==> config.mk <==
export PLATFORM = sky130hd
export DESIGN_NAME = ir_pipeline_ctrl_flat
export DESIGN_NICKNAME = d
export VERILOG_FILES = /design/src/rtl/ir_pipeline_ctrl_if.sv /design/src/rtl/ir_pipeline_ctrl.sv /design/src/flat_wrapper.sv
export SDC_FILE = /design/constraint.sdc
export NUM_CORES = 1
export LEC_CHECK = 0
export ABC_AREA = 1
export CAP_MARGIN = 25
export CORE_MARGIN = 5
export CORE_UTILIZATION = 47
export DETAILED_ROUTE_END_ITERATION = 10
export HOLD_SLACK_MARGIN = 0.02
export PLACE_DENSITY = 0.8
export RECOVER_POWER = 25
export SYNTH_ARGS = -nofsm -noshare
export SYNTH_HDL_FRONTEND = slang
export SYNTH_SLANG_ARGS = --single-unit
==> constraint.sdc <==
create_clock -name clock -period 2.01 [get_ports clock]
set_input_delay 0.402 -clock clock [delete_from_list [all_inputs] [get_ports clock]]
set_output_delay 0.402 -clock clock [all_outputs]
set_load 0.03 [all_outputs]
==> src/rtl/ir_pipeline_ctrl_if.sv <==
// Handshake bundle between the 5-stage core datapath and the instruction-register controller.
// The core side (master) supplies the fetched word and X-stage/multdiv status; the controller (slave) returns the IRs and stall/start flags.
interface ir_pipeline_ctrl_if #(
    parameter int CNT_W = 16
);
    logic [31:0]      fetch_ir;
    logic             branch_taken;
    logic             md_ready;
    logic [31:0]      FD_IR;
    logic [31:0]      DX_IR;
    logic [31:0]      XM_IR;
    logic [31:0]      MW_IR;
    logic             pc_stall;
    logic             md_start;
    logic             md_error;
    logic [CNT_W-1:0] stall_count;

    modport master (
        output fetch_ir,
        output branch_taken,
        output md_ready,
        input  FD_IR,
        input  DX_IR,
        input  XM_IR,
        input  MW_IR,
        input  pc_stall,
        input  md_start,
        input  md_error,
        input  stall_count
    );

    modport slave (
        input  fetch_ir,
        input  branch_taken,
        input  md_ready,
        output FD_IR,
        output DX_IR,
        output XM_IR,
        output MW_IR,
        output pc_stall,
        output md_start,
        output md_error,
        output stall_count
    );
endinterface

==> src/rtl/ir_pipeline_ctrl.sv <==
// Owns the FD/DX/XM/MW instruction registers and chooses advance, flush, load-use stall or
// multdiv hold each cycle, with a multdiv watchdog and a saturating stall counter.
module ir_pipeline_ctrl #(
    parameter logic [31:0] NOP        = 32'h00000000,
    parameter int          MD_TIMEOUT = 40,
    parameter int          CNT_W      = 16
) (
    input  logic               clock,
    input  logic               reset,
    ir_pipeline_ctrl_if.slave  bus
);

    localparam int              TW       = (MD_TIMEOUT > 2) ? $clog2(MD_TIMEOUT) : 1;
    localparam logic [TW-1:0]   TMO_LAST = TW'(MD_TIMEOUT - 1);

    localparam logic [4:0] OP_RTYPE = 5'b00000;
    localparam logic [4:0] OP_LW    = 5'b01000;
    localparam logic [4:0] ALU_MUL  = 5'b00110;
    localparam logic [4:0] ALU_DIV  = 5'b00111;

    typedef enum logic {
        IDLE,
        BUSY
    } state_e;

    typedef enum logic [1:0] {
        ACT_ADVANCE,
        ACT_MD_HOLD,
        ACT_FLUSH,
        ACT_LOAD_STALL
    } action_e;

    state_e           state_q,     state_d;
    logic [TW-1:0]    tmo_q,       tmo_d;
    logic             md_error_q,  md_error_d;
    logic [CNT_W-1:0] stall_cnt_q, stall_cnt_d;
    logic [31:0]      fd_ir_q,     fd_ir_d;
    logic [31:0]      dx_ir_q,     dx_ir_d;
    logic [31:0]      xm_ir_q,     xm_ir_d;
    logic [31:0]      mw_ir_q,     mw_ir_d;

    action_e          action;
    logic             md_start;
    logic             pc_stall;

    logic [4:0] fd_opcode, fd_rs, fd_rt;
    logic [4:0] dx_opcode, dx_rd, dx_aluop;
    logic       is_md;
    logic       load_use;

    assign fd_opcode = fd_ir_q[31:27];
    assign fd_rs     = fd_ir_q[21:17];
    assign fd_rt     = fd_ir_q[16:12];
    assign dx_opcode = dx_ir_q[31:27];
    assign dx_rd     = dx_ir_q[26:22];
    assign dx_aluop  = dx_ir_q[6:2];

    assign is_md = (dx_opcode == OP_RTYPE) &&
                   ((dx_aluop == ALU_MUL) || (dx_aluop == ALU_DIV));

    // Only rs, and rt of R-types, are read in D; a store's data register (rd) is bypassed from M.
    assign load_use = (dx_opcode == OP_LW) && (dx_rd != 5'd0) &&
                      ((fd_rs == dx_rd) ||
                       ((fd_opcode == OP_RTYPE) && (fd_rt == dx_rd)));

    always_comb begin
        action     = ACT_ADVANCE;
        md_start   = 1'b0;
        state_d    = state_q;
        tmo_d      = tmo_q;
        md_error_d = md_error_q;

        if (state_q == BUSY) begin
            if (bus.md_ready) begin
                state_d = IDLE;
                tmo_d   = '0;
            end else if (tmo_q == TMO_LAST) begin
                state_d    = IDLE;
                tmo_d      = '0;
                md_error_d = 1'b1;
            end else begin
                action = ACT_MD_HOLD;
                tmo_d  = tmo_q + TW'(1);
            end
        end else if (is_md) begin
            action   = ACT_MD_HOLD;
            md_start = 1'b1;
            state_d  = BUSY;
            tmo_d    = '0;
        end else if (bus.branch_taken) begin
            action = ACT_FLUSH;
        end else if (load_use) begin
            action = ACT_LOAD_STALL;
        end
    end

    always_comb begin
        fd_ir_d  = bus.fetch_ir;
        dx_ir_d  = fd_ir_q;
        xm_ir_d  = dx_ir_q;
        mw_ir_d  = xm_ir_q;
        pc_stall = 1'b0;

        unique case (action)
            ACT_MD_HOLD: begin
                fd_ir_d  = fd_ir_q;
                dx_ir_d  = dx_ir_q;
                xm_ir_d  = NOP;
                pc_stall = 1'b1;
            end
            ACT_FLUSH: begin
                fd_ir_d = NOP;
                dx_ir_d = NOP;
            end
            ACT_LOAD_STALL: begin
                fd_ir_d  = fd_ir_q;
                dx_ir_d  = NOP;
                pc_stall = 1'b1;
            end
            default: ;
        endcase
    end

    always_comb begin
        stall_cnt_d = stall_cnt_q;
        if (pc_stall && (stall_cnt_q != {CNT_W{1'b1}})) begin
            stall_cnt_d = stall_cnt_q + CNT_W'(1);
        end
    end

    always_ff @(posedge clock or negedge reset) begin
        if (!reset) begin
            state_q     <= IDLE;
            tmo_q       <= '0;
            md_error_q  <= 1'b0;
            stall_cnt_q <= '0;
            fd_ir_q     <= NOP;
            dx_ir_q     <= NOP;
            xm_ir_q     <= NOP;
            mw_ir_q     <= NOP;
        end else begin
            state_q     <= state_d;
            tmo_q       <= tmo_d;
            md_error_q  <= md_error_d;
            stall_cnt_q <= stall_cnt_d;
            fd_ir_q     <= fd_ir_d;
            dx_ir_q     <= dx_ir_d;
            xm_ir_q     <= xm_ir_d;
            mw_ir_q     <= mw_ir_d;
        end
    end

    assign bus.FD_IR       = fd_ir_q;
    assign bus.DX_IR       = dx_ir_q;
    assign bus.XM_IR       = xm_ir_q;
    assign bus.MW_IR       = mw_ir_q;
    assign bus.pc_stall    = pc_stall;
    assign bus.md_start    = md_start;
    assign bus.md_error    = md_error_q;
    assign bus.stall_count = stall_cnt_q;

endmodule

==> src/flat_wrapper.sv <==
// flat-port wrapper written by rule: the top's interface ports become plain ports
module ir_pipeline_ctrl_flat 
#(
    parameter logic [31:0] NOP        = 32'h00000000,
    parameter int          MD_TIMEOUT = 40,
    parameter int          CNT_W      = 16
)
  (clock, reset, bus_fetch_ir, bus_branch_taken, bus_md_ready, bus_FD_IR, bus_DX_IR, bus_XM_IR, bus_MW_IR, bus_pc_stall, bus_md_start, bus_md_error, bus_stall_count);
  ir_pipeline_ctrl_if #(.CNT_W(CNT_W)) bus_i ();
  input  logic clock;
  input  logic reset;
  input wire logic [$bits(bus_i.fetch_ir)-1:0] bus_fetch_ir;
  input wire logic [$bits(bus_i.branch_taken)-1:0] bus_branch_taken;
  input wire logic [$bits(bus_i.md_ready)-1:0] bus_md_ready;
  output wire logic [$bits(bus_i.FD_IR)-1:0] bus_FD_IR;
  output wire logic [$bits(bus_i.DX_IR)-1:0] bus_DX_IR;
  output wire logic [$bits(bus_i.XM_IR)-1:0] bus_XM_IR;
  output wire logic [$bits(bus_i.MW_IR)-1:0] bus_MW_IR;
  output wire logic [$bits(bus_i.pc_stall)-1:0] bus_pc_stall;
  output wire logic [$bits(bus_i.md_start)-1:0] bus_md_start;
  output wire logic [$bits(bus_i.md_error)-1:0] bus_md_error;
  output wire logic [$bits(bus_i.stall_count)-1:0] bus_stall_count;
  assign bus_i.fetch_ir = bus_fetch_ir;
  assign bus_i.branch_taken = bus_branch_taken;
  assign bus_i.md_ready = bus_md_ready;
  assign bus_FD_IR = bus_i.FD_IR;
  assign bus_DX_IR = bus_i.DX_IR;
  assign bus_XM_IR = bus_i.XM_IR;
  assign bus_MW_IR = bus_i.MW_IR;
  assign bus_pc_stall = bus_i.pc_stall;
  assign bus_md_start = bus_i.md_start;
  assign bus_md_error = bus_i.md_error;
  assign bus_stall_count = bus_i.stall_count;
  ir_pipeline_ctrl #(.NOP(NOP), .MD_TIMEOUT(MD_TIMEOUT), .CNT_W(CNT_W)) u_core (.clock(clock), .reset(reset), .bus(bus_i));
endmodule
==> flow_summary.json <==
{
  "via_count": 5261,
  "rows": 41,
  "die-area_mm2": 0.0153,
  "synth_area_mm2": 0.00608,
  "ir_worst_vdd_mv": 0.658,
  "worst_skew_pair.late_latency_ns": 0.42,
  "drt_wl_total_mm": 17.9,
  "endpoint_kind": "output port",
  "synth_edf_count": 0,
  "p_sw_w": 0.00222,
  "combPwrFrac": 0.175,
  "power_switching_share": 0.287,
  "fin_tns_setup_ns": -0.210,
  "ctsLongestPathBuffers": 2,
  "cts_max_level": 4,
  "ys_seq_area_frac": 0.626,
  "clkSinkCount": 152,
  "drive_above_1_share": 0.140,
  "setup_viol": 2,
  "firstDrtPassIters": 5,
  "rsz0062_at_grt": "true",
  "synth_seq_cells": 152,
  "worst-setup-path-type": "reg2out",
  "finClkSkew_ns": 0.00740,
  "p_int_w": 0.00551,
  "final_core_util": 0.717,
  "ys_async_sr_fraction": 1.00,
  "tightest_slew_ns": 1.10,
  "synthFlopType": "dfrtp_1",
  "status": "finished, violations left",
  "syn_avg_cell_area_um2": 9.27,
  "synth.most_common_cell": "nand2_1",
  "grt_first_pass_wirelength_mm": 27.5,
  "final_hold_viol_count": 0,
  "yosysTopAreaCell": "dfrtp_1",
  "seqPwrFrac": 0.446,
  "drtAntennaViolNets": 0,
  "start_util": 0.480,
  "route.detailed.drc": 0,
  "grt_pass1_vias": 5374,
  "area_growth_pct": 49.4,
  "slew_violations": 0,
  "ys_types": 35,
  "clk_pin_slew_ns": 0.06,
  "setup_ws_ns": -0.167,
  "cts_root_buf": "clkbuf_16",
  "drt-vias-per-instance": 4.95,
  "ios": 183,
  "min_period_ns": 2.18,
  "cts_buffers": 17,
  "layout.nets": 916,
  "first_iter_violations": 360,
  "cts_tree": "built",
  "dp_hpwl_mm": 11.9,
  "cp_max_fo": 3,
  "synth_top_area_share": 0.626,
  "violations": "negative setup slack",
  "ys_warn_count": 0,
  "core-area_mm2": 0.0127,
  "fin_area_mm2": 0.00908,
  "start_kind": "register",
  "period_share": 1.08,
  "syn_nets": 694,
  "synthCells": 656,
  "wl_per_cell_um": 16.8,
  "maxCapViolCount": 0,
  "cp.arrival_ns": 1.77,
  "fin_total_pwr_w": 0.00773,
  "placed_area_mm2": 0.00828,
  "die-height_um": 124,
  "synth.area.top_cells": "dfrtp_1, nand2_1, nand3_1",
  "hold_class": "reg2reg",
  "dieWidth_um": 124,
  "synthTopCellsByCount": "nand2_1, dfrtp_1, nand3_1, nor2_1, inv_1",
  "slew_headroom": 0.267,
  "critPathRequiredTime_ns": 1.61,
  "num-fill-cells": 939,
  "clkPwrFrac": 0.379,
  "port_buffers": 182,
  "gp_congestion": 0.910,
  "diodes": 0,
  "track_usage": 0.235,
  "power_density_mw_per_mm2": 851,
  "grt-ovfl-total": 0,
  "antenna_found_initial": 0,
  "max_clock_freq_mhz": 459,
  "grt_max_degree": 67,
  "leakagePower_nw": 4.47
}
metal layers:
metal | track usage | vias to the layer above | part of all wire
li1 | - | 2478 | -
met1 | 0.290 | 2570 | 0.40
met2 | 0.403 | 188 | 0.51
met3 | 0.0604 | 25 | 0.065
met4 | 0.0803 | 0 | 0.017
met5 | 0 | - | 0
placed cells by master, fill, tap and decap left out, types with 3 or more instances in the layout:
cell	n
nand3_1	60
nand4_1	3
clkinv_4	3
nor2_4	3
inv_1	53
dfrtp_1	140
nor3_1	6
nor2_2	5
clkdlybuf4s50_1	158
buf_6	4
inv_2	9
xnor2_1	3
nand2_2	5
nand3_2	3
buf_12	8
clkinv_2	6
dlygate4sd2_1	10
o21ai_0	9
nand2_1	209
o21ai_1	24
dlymetal6s2s_1	11
clkbuf_16	18
dfrtp_2	12
buf_4	35
xor2_1	12
nor2_1	55
registers in the layout, summed over array words and instances, names as in the netlist:
register and cells:
u_core.bus.DX_IR 32, u_core.bus.FD_IR 32, u_core.bus.MW_IR 32, u_core.bus.XM_IR 32
u_core.bus.md_error 1, u_core.bus.stall_count 16, u_core.state_q 1, u_core.tmo_q 6
logic make-up (layout without fill, tap and decap cells):
kind of cell | after synthesis | count (layout) | synth area share
AO/OA/AOI/OAI | 40 | 40 | 0.0354
XOR/XNOR | 15 | 15 | 0.0216
adder cells (fa/ha/maj) | 2 | 2 | 0.00411
buffers and inverters | 92 | 325 | 0.0652
flip-flops | 152 | 152 | 0.626
AND/OR/NAND/NOR | 355 | 356 | 0.248
worst max-delay path: stages (launching register included):
cell	delay, ns
dfrtp_1	0.42
buf_6	0.14
nand2_2	0.07
nand2_2	0.04
nor2_1	0.13
nand3_1	0.11
o21ai_2	0.10
nand3_2	0.11
nand2_4	0.10
buf_6	0.13
path summary, 6_finish.rpt:
check                                startpoint                   endpoint  slack (ns)  depth (start not counted)
max reg2reg                u_core.bus.DX_IR[25]       u_core.bus.FD_IR[15]        0.07                         13
max                        u_core.bus.DX_IR[25]               bus_pc_stall       -0.17                          9
min                         u_core.bus.XM_IR[7]        u_core.bus.MW_IR[7]        0.37                          0
min in group asynchronous                 reset  u_core.bus.stall_count[0]        0.72                          2
min reg2reg                 u_core.bus.XM_IR[7]        u_core.bus.MW_IR[7]        0.37                          0
max in group asynchronous                 reset       u_core.bus.FD_IR[15]        0.30                          3
power by group through the flow:
| stage | Combinational, W | Sequential (W) | Clock (W) |
|---|---|---|---|
| after floorplan | 0.000299 | 0.00382 | 0 |
| final | 0.00135 | 0.00345 | 0.00293 |
| after detailed placement | 0.00129 | 0.00349 | 0 |
| after global placement | 0.00126 | 0.00348 | 0 |
| after global routing | 0.00144 | 0.00347 | 0.00310 |
| after CTS | 0.00133 | 0.00344 | 0.00296 |
cell type report:
class	count	area, µm²	share of cell area
timing repair buffer	229	2310	0.255
sequential	152	3820	0.420
inverter	65	248	0.0273
clock buffer	19	433	0.0477
multi-input combinational	413	1950	0.215
tap	172	215	0.0237
clock inverter	12	105	0.0116
per-stage QoR:
step | instances | worst slack (ns) | hold WS (ns)
finish | 1062 | -0.167 | 0.374
floorplan | 656 | -0.0389 | 0.106
global route | 1062 | -0.250 | 0.385
detailed placement | 1009 | 0.0382 | 0.352
global placement | 1009 | 0.0907 | 0.347
CTS | 1057 | -0.141 | 0.377
repair_timing:
item | CTS | global route
buffers inserted | 16 | 5
endpoints found under the hold margin | 39 | 0
gates resized for setup | 20 | 26
endpoints found under the setup margin | 13 | 66
pin swaps | 7 | 8
gates cloned | 0 | 2
hold buffers | 1 | 0
Note: power is estimated with default switching activity, not from simulation.
